--- src/rtl/fft_pkg.sv ---
// Shared constants and state encoding for the radix-2 SDF FFT stage controllers.
package fft_pkg;

  localparam int FFT_DW   = 17;
  localparam int FFT_N    = 32;
  localparam int FFT_LOGN = 5;
  localparam int TW_W     = 4;

  typedef enum logic [1:0] {
    ST_IDLE  = 2'd0,
    ST_FILL  = 2'd1,
    ST_RUN   = 2'd2,
    ST_DRAIN = 2'd3
  } sdf_state_t;

endpackage

--- src/rtl/fft_sample_cnt.sv ---
// Frame sample index: 5-bit up-counter with enable, synchronous clear and a
// wrap flag that is high on the enabled cycle that rolls the count over to 0.
module fft_sample_cnt
  import fft_pkg::*;
(
  input  logic                clk,
  input  logic                rst,
  input  logic                i_en,
  input  logic                i_clr,
  output logic [FFT_LOGN-1:0] o_cnt,
  output logic                o_wrap
);

  logic [FFT_LOGN-1:0] r_cnt;

  always_ff @(posedge clk or negedge rst) begin
    if (!rst) begin
      r_cnt <= '0;
    end else if (i_clr) begin
      r_cnt <= '0;
    end else if (i_en) begin
      r_cnt <= r_cnt + 1'b1;
    end
  end

  assign o_cnt  = r_cnt;
  assign o_wrap = i_en && !i_clr && (r_cnt == '1);

endmodule

--- src/rtl/fft_sdf_ctrl.sv ---
// Control path of one radix-2 SDF FFT stage: fill, butterfly run and zero drain.
// state: ST_IDLE idle | ST_FILL load delay line | ST_RUN butterflies | ST_DRAIN flush
module fft_sdf_ctrl
  import fft_pkg::*;
#(
  parameter int DELAY = 16,
  parameter int DW    = FFT_DW
) (
  input  logic            clk,
  input  logic            rst,
  input  logic            valid_i,
  output logic            ready_o,
  input  logic [DW-1:0]   data_in_r,
  input  logic [DW-1:0]   data_in_i,
  output logic [DW-1:0]   data_out_r,
  output logic [DW-1:0]   data_out_i,
  output logic            shift_en,
  output logic            bf_sel,
  output logic [TW_W-1:0] tw_addr,
  output logic            valid_o,
  output logic            sof_o
);

  localparam int K        = $clog2(DELAY);
  localparam int TW_SHIFT = TW_W - K;
  localparam logic [FFT_LOGN-1:0] IDX_DELAY = FFT_LOGN'(DELAY);
  localparam logic [FFT_LOGN-1:0] IDX_MASK  = FFT_LOGN'(DELAY - 1);

  sdf_state_t          r_state;
  sdf_state_t          w_state_nxt;
  logic [FFT_LOGN-1:0] w_idx;
  logic [FFT_LOGN-1:0] w_tw_full;
  logic [TW_W-1:0]     w_tw;
  logic                w_wrap;
  logic                w_acc;
  logic                w_bf;
  logic                w_at_delay;
  logic                w_cnt_en;
  logic                w_cnt_clr;
  logic                w_drain_emit;
  logic                r_wrapped;

  logic [DW-1:0]       r_data_r;
  logic [DW-1:0]       r_data_i;
  logic                r_shift;
  logic                r_bf;
  logic [TW_W-1:0]     r_tw;
  logic                r_valid;
  logic                r_sof;

  fft_sample_cnt u_idx (
    .clk    (clk),
    .rst    (rst),
    .i_en   (w_cnt_en),
    .i_clr  (w_cnt_clr),
    .o_cnt  (w_idx),
    .o_wrap (w_wrap)
  );

  assign ready_o    = (r_state != ST_DRAIN);
  assign w_acc      = valid_i && ready_o;
  assign w_bf       = w_idx[K];
  assign w_at_delay = (w_idx == IDX_DELAY);
  // (idx mod DELAY) * (16/DELAY), both factors are powers of two
  assign w_tw_full  = (w_idx & IDX_MASK) << TW_SHIFT;
  assign w_tw       = w_tw_full[TW_W-1:0];

  always_ff @(posedge clk or negedge rst) begin
    if (!rst) begin
      r_state <= ST_IDLE;
    end else begin
      r_state <= w_state_nxt;
    end
  end

  always_comb begin
    w_state_nxt  = r_state;
    w_cnt_en     = 1'b0;
    w_cnt_clr    = 1'b0;
    w_drain_emit = 1'b0;
    unique case (r_state)
      ST_IDLE: begin
        if (w_acc) begin
          w_cnt_en    = 1'b1;
          w_state_nxt = (DELAY > 1) ? ST_FILL : ST_RUN;
        end
      end
      ST_FILL: begin
        if (w_acc) begin
          w_cnt_en = 1'b1;
          if (w_idx == IDX_MASK) w_state_nxt = ST_RUN;
        end
      end
      ST_RUN: begin
        if (w_acc) begin
          w_cnt_en = 1'b1;
        end else if (r_wrapped) begin
          // frame boundary with no follow-on sample: this cycle flushes slot 0
          w_cnt_en     = 1'b1;
          w_drain_emit = 1'b1;
          w_state_nxt  = ST_DRAIN;
        end
      end
      ST_DRAIN: begin
        if (w_at_delay) begin
          w_cnt_clr   = 1'b1;
          w_state_nxt = ST_IDLE;
        end else begin
          w_cnt_en     = 1'b1;
          w_drain_emit = 1'b1;
        end
      end
      default: w_state_nxt = ST_IDLE;
    endcase
  end

  always_ff @(posedge clk or negedge rst) begin
    if (!rst) begin
      r_wrapped <= 1'b0;
    end else if (w_acc || w_drain_emit) begin
      r_wrapped <= w_wrap;
    end
  end

  always_ff @(posedge clk or negedge rst) begin
    if (!rst) begin
      r_data_r <= '0;
      r_data_i <= '0;
      r_shift  <= 1'b0;
      r_bf     <= 1'b0;
      r_tw     <= '0;
      r_valid  <= 1'b0;
      r_sof    <= 1'b0;
    end else if (w_acc) begin
      r_data_r <= data_in_r;
      r_data_i <= data_in_i;
      r_shift  <= 1'b1;
      r_bf     <= w_bf;
      r_tw     <= (r_state == ST_RUN && !w_bf) ? w_tw : '0;
      r_valid  <= (r_state == ST_RUN);
      r_sof    <= (r_state == ST_RUN) && w_at_delay;
    end else if (w_drain_emit) begin
      r_data_r <= '0;
      r_data_i <= '0;
      r_shift  <= 1'b1;
      r_bf     <= 1'b0;
      r_tw     <= w_tw;
      r_valid  <= 1'b1;
      r_sof    <= 1'b0;
    end else begin
      r_shift  <= 1'b0;
      r_bf     <= 1'b0;
      r_tw     <= '0;
      r_valid  <= 1'b0;
      r_sof    <= 1'b0;
    end
  end

  assign data_out_r = r_data_r;
  assign data_out_i = r_data_i;
  assign shift_en   = r_shift;
  assign bf_sel     = r_bf;
  assign tw_addr    = r_tw;
  assign valid_o    = r_valid;
  assign sof_o      = r_sof;

endmodule

--- config.mk ---
export PLATFORM = sky130hd
export DESIGN_NAME = fft_sdf_ctrl
export DESIGN_NICKNAME = d
export VERILOG_FILES = /design/src/rtl/fft_pkg.sv /design/src/rtl/fft_sample_cnt.sv /design/src/rtl/fft_sdf_ctrl.sv
export SDC_FILE = /design/constraint.sdc
export NUM_CORES = 1
export LEC_CHECK = 0
export BUFFER_PORTS_ARGS = -buffer_cell sky130_fd_sc_hd__buf_2
export CELL_PAD_IN_SITES_DETAIL_PLACEMENT = 1
export CELL_PAD_IN_SITES_GLOBAL_PLACEMENT = 1
export CORE_MARGIN = 1
export CORE_UTILIZATION = 37
export DETAILED_ROUTE_END_ITERATION = 10
export PLACE_DENSITY_LB_ADDON = 0.3
export SLEW_MARGIN = 25
export SYNTH_ARGS = -nofsm -noshare
export SYNTH_HDL_FRONTEND = slang
export SYNTH_HIERARCHICAL = 1
export SYNTH_SLANG_ARGS = --single-unit
export TNS_END_PERCENT = 20
--- constraint.sdc ---
create_clock -name clk -period 2.4 [get_ports clk]
set_input_delay 0.24 -clock clk [delete_from_list [all_inputs] [get_ports clk]]
set_output_delay 0.24 -clock clk [all_outputs]
set_load 0.01 [all_outputs]
---- Yosys cells after proc, flatten, opt, wreduce, memory -nomap -nowiden ----
Cells that the tools add are included.
storage, ports and cells
  register bits ........................... 50
  input bits .............................. 37
  word-level logic and storage cells ...... 66
  output and inout port bits .............. 43
operators by class
  reduce and logical (&&, ||, !) cells .... 13
  multiplexer cells ....................... 29
  equality and inequality tests ........... 13
  $add $sub $neg .......................... 1
operators by type and width
  operator             count
  $mux 17              3
  $ne 2x2->1 const B   7
  $mux 1               12
  $mux 2               6
  $mux 4               3
  $eq 5x5->1 const B   2
  $mux 5               2
  $pmux 2 s4           1
  $reduce_and 6->1     1
  $add 5x1->5 const B  1
  $eq 5x4->1 const B   1
  $logic_and 1x1->1    5
  $eq 2x2->1 const B   2
  $reduce_bool 2->1    2
  $pmux 1 s3           1
  $eq 2x1->1 const B   1
  $logic_not 1->1      2
  $logic_not 2->1      1
  $pmux 1 s2           1
  $reduce_or 2->1      1
  $logic_or 1x1->1     1

---- Logic depth before layout (Yosys ltp) ----
Gate-level depths: netlist (run 1).
  depth after elaboration ................. 6
  depth in mapped cells ................... 10
  depth with buffers taken out ............ 8

---- Hierarchy ----
Netlist (run 1), hierarchy kept.
modules (own cells, without submodules)
  module          area an instance (um^2)  seq. area each (um^2)  times used  cells each
  fft_sdf_ctrl    1730.4                   1126.1                 1           126
  fft_sample_cnt  284.0                    125.1                  1           24

---- Worst setup path after synthesis (run 1) ----
Ideal clock, no wire load.
  path kind ............................... reg-to-reg
  start point ............................. register u_idx.r_cnt[0], in the netlist u_idx/o_cnt[0]
  end point ............................... register u_idx.r_cnt[3], in the netlist u_idx/o_cnt[3]
  library setup time ...................... 0.125 ns
  period minus slack after synthesis ...... 2.085 ns
  path buffers ............................ 2
  arrival ................................. 1.960 ns
  setup slack ............................. 0.315 ns
  required time ........................... 2.275 ns
  cell stages (with the launch flop) ...... 9
  cells stage by stage .................... dfrtp_1 -> or4_4 -> o21ai_2 -> and2_1 -> buf_6 -> inv_4 -> buf_6 -> nand4_4 -> mux2_4
on the way
  word-level cells in the longest chain between the ends .. 4
  elaborated cells on any way between the ends .. 9
  classes of those cells .................. 1 x add/sub; 1 x eq/ne; 6 x mux; 1 x reduce/logical
RTL lines
  item                                RTL line              source
  start: declaration                  fft_sample_cnt.sv:14  logic [FFT_LOGN-1:0] r_cnt;
  start signal: assignment            fft_sample_cnt.sv:22  r_cnt <= r_cnt + 1'b1;
  $eq 5x5->1                          fft_sdf_ctrl.sv:63    assign w_at_delay = (w_idx == IDX_DELAY);
  $mux 1                              fft_sdf_ctrl.sv:105   if (w_at_delay) begin
  $pmux 1 s3                          fft_sdf_ctrl.sv:81    unique case (r_state)
  via w_cnt_en                        fft_sdf_ctrl.sv:38    logic w_cnt_en;
  $reduce_bool 2->1 (no source line)  -
The timed path passes the listed nets, and every way through them passes these cells. The select of a mux whose other input is x is not followed.
A chain may end at the register's enable or synchronous reset.

---- Worst setup path after layout (run 1) ----
  start point ............................. register u_idx.r_cnt[0], in the netlist u_idx/o_cnt[0]
  end point ............................... register r_data_r[2], in the netlist data_out_r[2]
on the way
  word-level cells in the longest chain between the ends .. 4
RTL lines
  item                                RTL line             source
  $eq 5x5->1                          fft_sdf_ctrl.sv:63
  $mux 1                              fft_sdf_ctrl.sv:105
  $pmux 1 s2                          fft_sdf_ctrl.sv:81
  $reduce_bool 2->1 (no source line)  -
  end signal: assignment              fft_sdf_ctrl.sv:135  r_data_r <= data_in_r;
  end: declaration                    fft_sdf_ctrl.sv:43   logic [DW-1:0] r_data_r;
No other way between the ends.

==> flow_metrics.env, run 1 <==
export IMPL_io_pin_count=80
export IMPL_min_path_cells=2
export IMPL_syn_instance_count=150
export IMPL_finClkSkew_ns=0.00781
export IMPL_rows=26
export IMPL_core_area_um2=5170
export IMPL_floorplan_initialDensity_pct=38.9
export IMPL_hold_class="primary input to flop"
export IMPL_routed_wl_um=4640
export IMPL_critPathKind="flop to flop"
export IMPL_place_ws_ns=0.315
export IMPL_synth_ff_latch_count=50
export IMPL_ys_seq_area_share_pct=62.1
export IMPL_peakVddDrop_v=0.000479
export IMPL_antennaDiodeCount=0
export IMPL_post_cts_buffers=0
export IMPL_fin_crit_sh_pct=87.5
export IMPL_r2r_start="u_idx/o_cnt[0]"
export IMPL_ctsResizeCount=0
export IMPL_first_pass_iters=4
export IMPL_cts_tree="built"
export IMPL_cts_buffers=5
export IMPL_grtUsageTotal_pct=16.9
export IMPL_ys_top_cells_by_area="dfrtp_1, a22o_1, ha_1, and2_1, mux2i_1"
export IMPL_rsz0062_at_grt="false"
export IMPL_grt_overflow_total=0
export IMPL_synth_fp_nets=193
export IMPL_ant_nets=0
export IMPL_synth_top_cell_by_area="dfrtp_1"
export IMPL_first_global_vias=1493
export IMPL_clock_sinks=50
export IMPL_leakage_nw=1.37
export IMPL_root_buffer="clkbuf_8"
export IMPL_clk_latency_ns=0.30
export IMPL_drt_iter0_markers=49
export IMPL_syn_area_per_cell_um2=13.4
export IMPL_worstMarginPinSlew_ns=0.422
export IMPL_syn_to_final_growth_pct=28.0
export IMPL_grt_max_degree=36
export IMPL_status="finished, final reports clean"
export IMPL_hold_end="data_out_r[16]"
export IMPL_timing_rr_end="data_out_r[2]"
export IMPL_cts_buffer_depth=2
export IMPL_r2r_setup_slack_ns=0.30
export IMPL_die_w_um=75.8
export IMPL_slew_headroom_pct=71.9
export IMPL_postCtsHoldBufs=1
export IMPL_synth_warnings=6
export IMPL_layout_nets=277
export IMPL_vias=1514
export IMPL_die_area_um2=5740
export IMPL_finalSetupTns_ns=0
export IMPL_antenna_found_initial=0
export IMPL_io_buffers=79
export IMPL_critPathCaptureType="flop"
export IMPL_drc=0
export IMPL_gp_congestion=0.784
export IMPL_setup_ws_ns=0.300
export IMPL_min_from="data_in_r[16]"
export IMPL_die_h_um=75.8
export IMPL_synthDistinctLibCells=29
export IMPL_synth_top_cell_area_share_pct=62.1
export IMPL_wl_per_cell_um=15.3
export IMPL_setup_violations=0
export IMPL_cap_viol_max_count=0
export IMPL_pwr_density_cell_nw_per_um2=1280
export IMPL_fin_crit_ns=2.10
export IMPL_dpl_hpwl_um=3390
export IMPL_startpoint_type="flop"
export IMPL_cts_htree_levels=2
export IMPL_drive_gt1_share_pct=42.7
export IMPL_synthesis_area_um2=2010
export IMPL_grt_pass1_wl_um=7050
export IMPL_clkTransAtPathRegs_ns=0.09
export IMPL_slew_viol_final=0
export IMPL_arrival_ns=2.33
export IMPL_path_max_fanout=35
export IMPL_hold_viol=0
export IMPL_via_per_inst=4.98
export IMPL_cp_required_ns=2.63
export IMPL_fmax_mhz=476
export IMPL_r2r_cells=5
cell usage after synthesis (all sizes together):
cell    instances
o31ai           1
buf             6
nand2b          1
xnor2           1
nor2            7
nand3b          1
mux2i           3
o21ai           4
a22o           34
ha              6
dfrtp          50
a21oi           4
or4             1
nor3            2
a21bo           1
and3            1
and2            5
nand2           5
clkbuf          3
mux2            3
inv             7
nor2b           2
nand4           1
and4            1
critical path, stage by stage, from the launching register on:
cell     delay [ns]
dfrtp_1        0.46
or4_4          0.58
o21ai_2        0.19
and2_1         0.22
buf_4          0.38
a22o_1         0.20
routing by layer:
metal  part of all wire [%]  GRT usage [%]
met4                    1.3           6.79
met2                     49           27.9
met5                      0              0
met1                     43           20.7
met3                    7.1           4.89
flip-flops by register name, summed over array words and instances, names as in the netlist:
signal       flops
bf_sel           1
u_idx/o_cnt      5
r_state          2
shift_en         1
data_out_i      17
r_wrapped        1
tw_addr          4
data_out_r      17
valid_o          1
sof_o            1
cell type report:
| cell class | instances | area [um2] |
|---|---|---|
| inverters | 7 | 28.8 |
| clock buffers | 5 | 68.8 |
| fillers | 583 | 2590 |
| repair buffers | 86 | 450 |
| flip-flops and latches | 50 | 1250 |
| clock inverters | 2 | 15.0 |
| multi-input cells | 84 | 677 |
| well taps | 70 | 87.6 |
power breakdown:
part	switching (mW)	internal, mW
registers	0.229	1.20
clock network	0.273	0.199
logic	0.747	0.645
total	1.25	2.04
cell families after synthesis:
logic type | after synthesis | share of synthesized area [%]
flops | 50 | 62.1
xor+xnor | 1 | 0.435
mux | 6 | 3.54
compound gates | 44 | 17.8
buf+inv | 16 | 4.41
simple gates | 27 | 7.95
fa+ha+maj | 6 | 3.73
how the worst max path moves through the flow:
stage / cells past startpoint / from / end / slack [ns]
2_1_floorplan: 8 / u_idx/o_cnt[0] / u_idx/o_cnt[3] / 0.31
3_3_place_gp: 5 / u_idx/o_cnt[0] / data_out_r[0] / 0.38
3_5_place_dp: 5 / u_idx/o_cnt[0] / data_out_i[14] / 0.32
4_1_cts: 5 / u_idx/o_cnt[0] / data_out_r[2] / 0.29
5_1_grt: 5 / u_idx/o_cnt[0] / data_out_r[2] / 0.20
6_report: 5 / u_idx/o_cnt[0] / data_out_r[2] / 0.30
layout by cell type, fill, tap and decap left out, drive strengths merged, types with 2 or more instances in the layout:
| cell | n |
|---|---|
| nor2b | 2 |
| clkinvlp | 2 |
| a22o | 34 |
| inv | 7 |
| mux2i | 3 |
| and2 | 5 |
| nor2 | 7 |
| a21oi | 4 |
| mux2 | 3 |
| nor3 | 2 |
| nand2 | 5 |
| o21ai | 4 |
| buf | 85 |
| ha | 6 |
| clkbuf | 5 |
| dfrtp | 50 |
metrics by stage:
stage / utilization [%] / cell area [um2] / total power, mW / std cells / hold slack, ns
4_1_cts: 49.9 / 2580 / 3.35 / 304 / 0.142
2_1_floorplan: - / 2010 / 2.34 / 150 / -0.0556
6_report: 49.9 / 2580 / 3.29 / 304 / 0.152
3_5_place_dp: 48.0 / 2480 / 2.86 / 296 / 0.202
3_3_place_gp: 48.0 / 2480 / 2.82 / 296 / 0.203
5_1_grt: 49.9 / 2580 / 3.57 / 304 / 0.141
Note: power is estimated with default switching activity, not from simulation.
==> run 2: changes to the inputs <==
==> constraint.sdc (replaced) <==
create_clock -name clk -period 2.4 [get_ports clk]
set_input_delay 0.12 -clock clk [delete_from_list [all_inputs] [get_ports clk]]
set_output_delay 0.12 -clock clk [all_outputs]
set_load 0.01 [all_outputs]
==> run 2 against run 1 <==
  * Clock skew grew 0.0048 ns
  * Via count decreased by 0.13%
  * Sequential power hardly changed
  * Largest cell class unchanged
  * Worst setup slack better by 0.018 ns
  * Total power rose by 0.84%
  * Highest routed layer unchanged
  * Critical path depth did not move
  * Register-to-register slack improved by 0.02 ns
  * Critical path type unchanged
  * Sequential share of layout area about the same
  * Fmax rose by 0.88%
  * First-iteration DRC count is 76% higher
  * Flip-flop and latch count did not move
  * Count of clock-buffer cells in the layout unchanged
==> flow_metrics.env, run 2 (synthesized netlist as in run 1, its figures left out) <==
export IMPL_die_h_um=75.8
export IMPL_grt_overflow_total=0
export IMPL_worst_hold_slack_ns=0.0285
export IMPL_combPwrFrac_pct=42.2
export IMPL_antenna_found_initial=0
export IMPL_rsz0062_at_grt="false"
export IMPL_final_common_cell="buf_2"
export IMPL_setup_violations=0
export IMPL_critPathCaptureType="flop"
export IMPL_cpPeakStageDelay_ns=0.58
export IMPL_clock_sinks=50
export IMPL_wl_per_cell_um=15.7
export IMPL_hold_class="primary input to flop"
export IMPL_drive_gt1_share_pct=42.7
export IMPL_drt_iter0_markers=86
export IMPL_floorplan_initialDensity_pct=38.9
export IMPL_cp_required_ns=2.64
export IMPL_clk_latency_ns=0.30
export IMPL_power_switching_mw=1.27
export IMPL_intPower_mw=2.05
export IMPL_cts_tree="built"
export IMPL_syn_to_final_growth_pct=28.0
export IMPL_routed_wl_um=4770
export IMPL_arrival_ns=2.32
export IMPL_vias=1512
export IMPL_clkTransAtPathRegs_ns=0.10
export IMPL_power_mw=3.32
export IMPL_peakVddDrop_v=0.000495
export IMPL_p_sw_share_pct=38.4
export IMPL_die_w_um=75.8
export IMPL_path_max_fanout=35
export IMPL_grt_pass1_wl_um=7200
export IMPL_critPathKind="flop to flop"
export IMPL_place_ws_ns=0.330
export IMPL_drc=0
export IMPL_slew_headroom_pct=70.9
export IMPL_grtUsageTotal_pct=17.3
export IMPL_die_area_um2=5740
export IMPL_pwr_share_seq_pct=43.2
export IMPL_rows=26
export IMPL_gp_congestion=0.779
export IMPL_first_pass_iters=4
export IMPL_fin_crit_ns=2.08
export IMPL_crit_chain="or4_4 > o21ai_2 > and2_1 > buf_4 > a22o_1"
export IMPL_ant_nets=0
export IMPL_io_pin_count=80
export IMPL_hold_viol=0
export IMPL_post_cts_buffers=0
export IMPL_antennaDiodeCount=0
export IMPL_mostFrequentLayoutCells="buf_2, dfrtp_1, a22o_1, nor2_1"
export IMPL_setup_ws_ns=0.318
export IMPL_fin_crit_sh_pct=86.7
export IMPL_io_buffers=79
export IMPL_pwr_density_cell_nw_per_um2=1290
export IMPL_cts_htree_levels=2
export IMPL_root_buffer="clkbuf_8"
export IMPL_status="finished, final reports clean"
export IMPL_dpl_hpwl_um=3430
export IMPL_leakage_nw=1.37
export IMPL_worstMarginPinSlew_ns=0.437
export IMPL_via_per_inst=4.97
export IMPL_slew_viol_final=0
export IMPL_pwr_share_clk_pct=14.6
export IMPL_first_global_vias=1426
export IMPL_layout_nets=276
export IMPL_crit_slowest_cell="or4_4"
export IMPL_cts_buffers=5
export IMPL_core_area_um2=5170
export IMPL_grt_max_degree=36
export IMPL_startpoint_type="flop"
export IMPL_fmax_mhz=480
export IMPL_ctsResizeCount=0
export IMPL_cap_viol_max_count=0
export IMPL_finClkSkew_ns=0.0126
export IMPL_finalSetupTns_ns=0
export IMPL_cts_buffer_depth=2
-- run 2: cell types whose count changed in the layout (fill, tap and decap cells not counted), sizes merged --
cell / delta
clkinvlp: -1
buf: -1
clkinv: +2
-- run 2: critical path: cells and delay by family (launching register included) --
family	cells	cell delay (ns)
AO/OA/AOI/OAI	2	0.38
buffers and inverters	1	0.36
flip-flops	1	0.47
AND/OR/NAND/NOR	2	0.79
-- run 2: area by class of cell --
| class | count | area, um2 |
|---|---|---|
| multi-input combinational | 84 | 677 |
| inverter | 7 | 28.8 |
| fill | 569 | 2590 |
| sequential | 50 | 1250 |
| tap | 70 | 87.6 |
| clock buffer | 5 | 68.8 |
| timing repair buffer | 85 | 443 |
| clock inverter | 3 | 21.3 |
-- run 2: per-stage QoR --
step / area (um2) / utilization [%] / std cells
floorplan: 2010 / - / 150
global placement: 2480 / 47.9 / 295
detailed placement: 2480 / 47.9 / 295
CTS: 2580 / 49.8 / 304
global route: 2580 / 49.8 / 304
finish: 2580 / 49.8 / 304
-- run 2: path summary, 6_finish.rpt --
check	startpoint	endpoint	slack (ns)	cells after the start
setup reg to reg	u_idx/o_cnt[0]	data_out_r[1]	0.32	5
setup / recovery	u_idx/o_cnt[0]	data_out_r[1]	0.32	5
hold / removal	data_in_i[5]	data_out_i[5]	0.03	2
hold reg to reg	data_out_r[8]	data_out_r[8]	0.50	1
min in group asynchronous	rst	sof_o	0.29	2
max in group asynchronous	rst	data_out_r[2]	1.35	3
-- run 2: layer usage --
layer / GRT usage (%) / share of wire [%]
met1: 22.6 / 44
met2: 27.2 / 47
met3: 4.63 / 7.2
met4: 7.00 / 2.0
met5: 0 / 0
-- run 2: power by group through the flow --
stage          combinational, mW  clock [mW]  sequential, mW
6_report                    1.40       0.486            1.43
5_1_grt                     1.58       0.530            1.48
3_3_place_gp                1.37           0            1.44
4_1_cts                     1.43       0.503            1.43
3_5_place_dp                1.42           0            1.44
2_1_floorplan              0.778           0            1.57
-- run 2: what timing repair did --
| item | CTS | global route |
|---|---|---|
| endpoints found under the hold margin | 18 | 0 |
| setup endpoints to repair | 0 | 0 |
| hold buffers | 1 | 0 |
==> run 3: changes to the inputs <==
--- a/config.mk
+++ b/config.mk
@@ -15,6 +15,5 @@
 export SLEW_MARGIN = 25
 export SYNTH_ARGS = -nofsm -noshare
 export SYNTH_HDL_FRONTEND = slang
-export SYNTH_HIERARCHICAL = 1
 export SYNTH_SLANG_ARGS = --single-unit
 export TNS_END_PERCENT = 20
==> run 3 against run 2 <==
  * Area after synthesis increased by 3.0%
  * Flip-flop and latch count unchanged
  * Via count increased by 0.46%
  * Critical path depth increased by 1
  * Fmax increased by 6.2%
  * Cell count increased by 0.66%
  * Global-route usage increased by 0.27 points
  * Combinational power increased by 8%
  * First-iteration DRC count decreased by 9.3%
  * Critical path type unchanged
==> flow_metrics.env, run 3 <==
export IMPL_synth_warnings=0
export IMPL_fmax_mhz=510
export IMPL_drive_gt1_share_pct=52.1
export IMPL_place_area_um2=2540
export IMPL_grtUsageTotal_pct=17.5
export IMPL_hold_viol=0
export IMPL_grt_pass1_wl_um=7980
export IMPL_fin_util_pct=50.4
export IMPL_core_area_um2=5270
export IMPL_clock_sinks=50
export IMPL_mostFrequentLayoutCells="buf_2, dfrtp_1, a22o_2, a22o_1, ha_1"
export IMPL_cp_required_ns=2.64
export IMPL_floorplan_initialDensity_pct=39.4
export IMPL_post_cts_buffers=0
export IMPL_syn_area_per_cell_um2=13.5
export IMPL_ys_top_cells_by_area="dfrtp_1, a22o_2, ha_1, a22o_1, buf_6"
export IMPL_syn_instance_count=154
export IMPL_synthesis_area_um2=2080
export IMPL_fin_crit_sh_pct=81.7
export IMPL_synthDistinctLibCells=34
export IMPL_wl_met1_um=2240
export IMPL_arrival_ns=2.20
export IMPL_die_w_um=76.9
export IMPL_fill_cells=593
export IMPL_postCtsHoldBufs=1
export IMPL_ant_nets=0
export IMPL_via_per_inst=4.96
export IMPL_synth_ff_latch_count=50
export IMPL_io_pin_count=80
export IMPL_finClkSkew_ns=0.00452
export IMPL_io_buffers=79
export IMPL_routed_wl_um=4830
export IMPL_timing_rr_end="data_out_i[11]"
export IMPL_slew_headroom_pct=56.3
export IMPL_ys_flop_type="dfrtp_1"
export IMPL_drc=0
export IMPL_die_h_um=76.9
export IMPL_grt_max_degree=34
export IMPL_gp_congestion=0.758
export IMPL_leakage_nw=1.39
export IMPL_endpoint="data_out_i[11]"
export IMPL_yosys_top_cells_count="dfrtp_1, a22o_2, a22o_1"
export IMPL_finalSetupTns_ns=0
export IMPL_crit_slowest_cell="a221oi_4"
export IMPL_r2r_start="u_idx.o_cnt[0]"
export IMPL_drt_iter0_markers=78
export IMPL_synth_top_cell_by_area="dfrtp_1"
export IMPL_fin_crit_ns=1.96
export IMPL_wl_per_cell_um=15.8
export IMPL_die_area_um2=5910
export IMPL_syn_to_final_growth_pct=28.0
export IMPL_path_max_fanout=33
export IMPL_synth_edf_count=0
export IMPL_clkTransAtPathRegs_ns=0.09
export IMPL_top_layer="met4"
export IMPL_wl_met2_um=2300
export IMPL_clk_latency_ns=0.30
export IMPL_rsz0062_at_grt="false"
export IMPL_grt_overflow_total=0
export IMPL_crit_chain="inv_1 > ha_1 > nand4bb_1 > a221oi_4 > buf_12 > a22o_2"
export IMPL_startpoint_type="flop"
export IMPL_dr_wl_met3_um=226
export IMPL_synth_top_cell_area_share_pct=60.3
export IMPL_ys_seq_area_share_pct=60.3
export IMPL_first_pass_iters=4
export IMPL_antenna_found_initial=0
export IMPL_ctsResizeCount=0
export IMPL_dpl_hpwl_um=3560
export IMPL_worstMarginPinSlew_ns=0.656
export IMPL_synth_fp_nets=199
export IMPL_rows=26
export IMPL_root_buffer="clkbuf_8"
export IMPL_setup_violations=0
export IMPL_cts_tree="built"
export IMPL_cp_startpoint="u_idx.o_cnt[0]"
export IMPL_final_common_cell="buf_2"
export IMPL_cap_viol_max_count=0
export IMPL_status="finished, final reports clean"
export IMPL_pwr_density_cell_nw_per_um2=1320
export IMPL_slew_viol_final=0
export IMPL_vias=1519
export IMPL_cts_buffer_depth=2
export IMPL_peakVddDrop_v=0.000486
export IMPL_hold_class="primary input to flop"
export IMPL_stdcell_area_um2=2660
export IMPL_synth_most_common_cell="dfrtp_1"
export IMPL_antennaDiodeCount=0
export IMPL_async_reset_ff_share_pct=100
export IMPL_cts_htree_levels=2
export IMPL_cts_buffers=5
export IMPL_critPathKind="flop to flop"
export IMPL_layout_nets=280
export IMPL_r2r_cells=6
export IMPL_cpPeakStageDelay_ns=0.50
export IMPL_critPathCaptureType="flop"
export IMPL_r2r_setup_slack_ns=0.44
export IMPL_first_global_vias=1572
## run 3: changes by cell type in the layout (fill, tap and decap cells not counted), sizes merged, moves of 2 or more
cell,previous run,this run
clkinv,2,0
nand3,0,3
o21ai,4,1
ha,6,8
nor3,2,0
## run 3: where the power goes
| group | switching (mW) | leakage (nW) | internal (mW) |
|---|---|---|---|
| sequential | 0.219 | 0.628 | 1.21 |
| clock | 0.266 | 0.0514 | 0.311 |
| combinational | 0.797 | 0.712 | 0.713 |
## run 3: area by class of cell
class	instances	area, um2	area share [%]
clock buffer	6	72.6	2.73
clock inverter	2	37.5	1.41
multi-input combinational	85	722	27.2
sequential	50	1250	47.1
timing repair buffer	85	455	17.1
inverter	8	30.0	1.13
tap	70	87.6	3.30
## run 3: worst max-delay path: cells and delay by family, from the launching register on
family                   cells  cell delay [ns]
adder cells (fa/ha/maj)      1             0.14
AND/OR/NAND/NOR              1             0.32
AO/OA/AOI/OAI                2             0.67
flip-flops                   1             0.43
buffers and inverters        2             0.35
## run 3: metrics by stage
step	power (mW)	setup WS, ns	cells	hold WS, ns
floorplan	2.40	0.598	154	-0.176
global placement	2.93	0.530	297	0.185
detailed placement	2.97	0.451	297	0.190
CTS	3.57	0.425	306	0.0300
global route	3.77	0.273	306	0.0308
finish	3.52	0.440	306	0.0419
## run 3: worst min-delay path by stage
| stage | from | slack [ns] | depth (start not counted) | to |
|---|---|---|---|---|
| after global placement | rst | 0.18 | 1 | data_out_i[8] |
| after floorplan | rst | -0.18 | 0 | bf_sel |
| after CTS | data_in_i[16] | 0.03 | 2 | data_out_i[16] |
| final | data_in_r[15] | 0.04 | 2 | data_out_r[15] |
| after global routing | data_in_i[0] | 0.03 | 2 | data_out_i[0] |
| after detailed placement | rst | 0.19 | 1 | data_out_i[1] |
## run 3: per-layer routing
layer | vias to the layer above | GRT usage [%]
li1 | 712 | -
met1 | 749 | 23.5
met2 | 50 | 27.8
met3 | 8 | 3.81
met4 | 0 | 6.54
met5 | - | 0
## run 3: kinds of logic after synthesis
| kind of cell | after synthesis | share of synthesized area [%] |
|---|---|---|
| buffers and inverters | 19 | 5.06 |
| XOR/XNOR | 1 | 0.422 |
| AND/OR/NAND/NOR | 26 | 6.51 |
| adder cells (fa/ha/maj) | 8 | 4.82 |
| flip-flops | 50 | 60.3 |
| multiplexers | 4 | 2.05 |
| AO/OA/AOI/OAI | 46 | 20.9 |
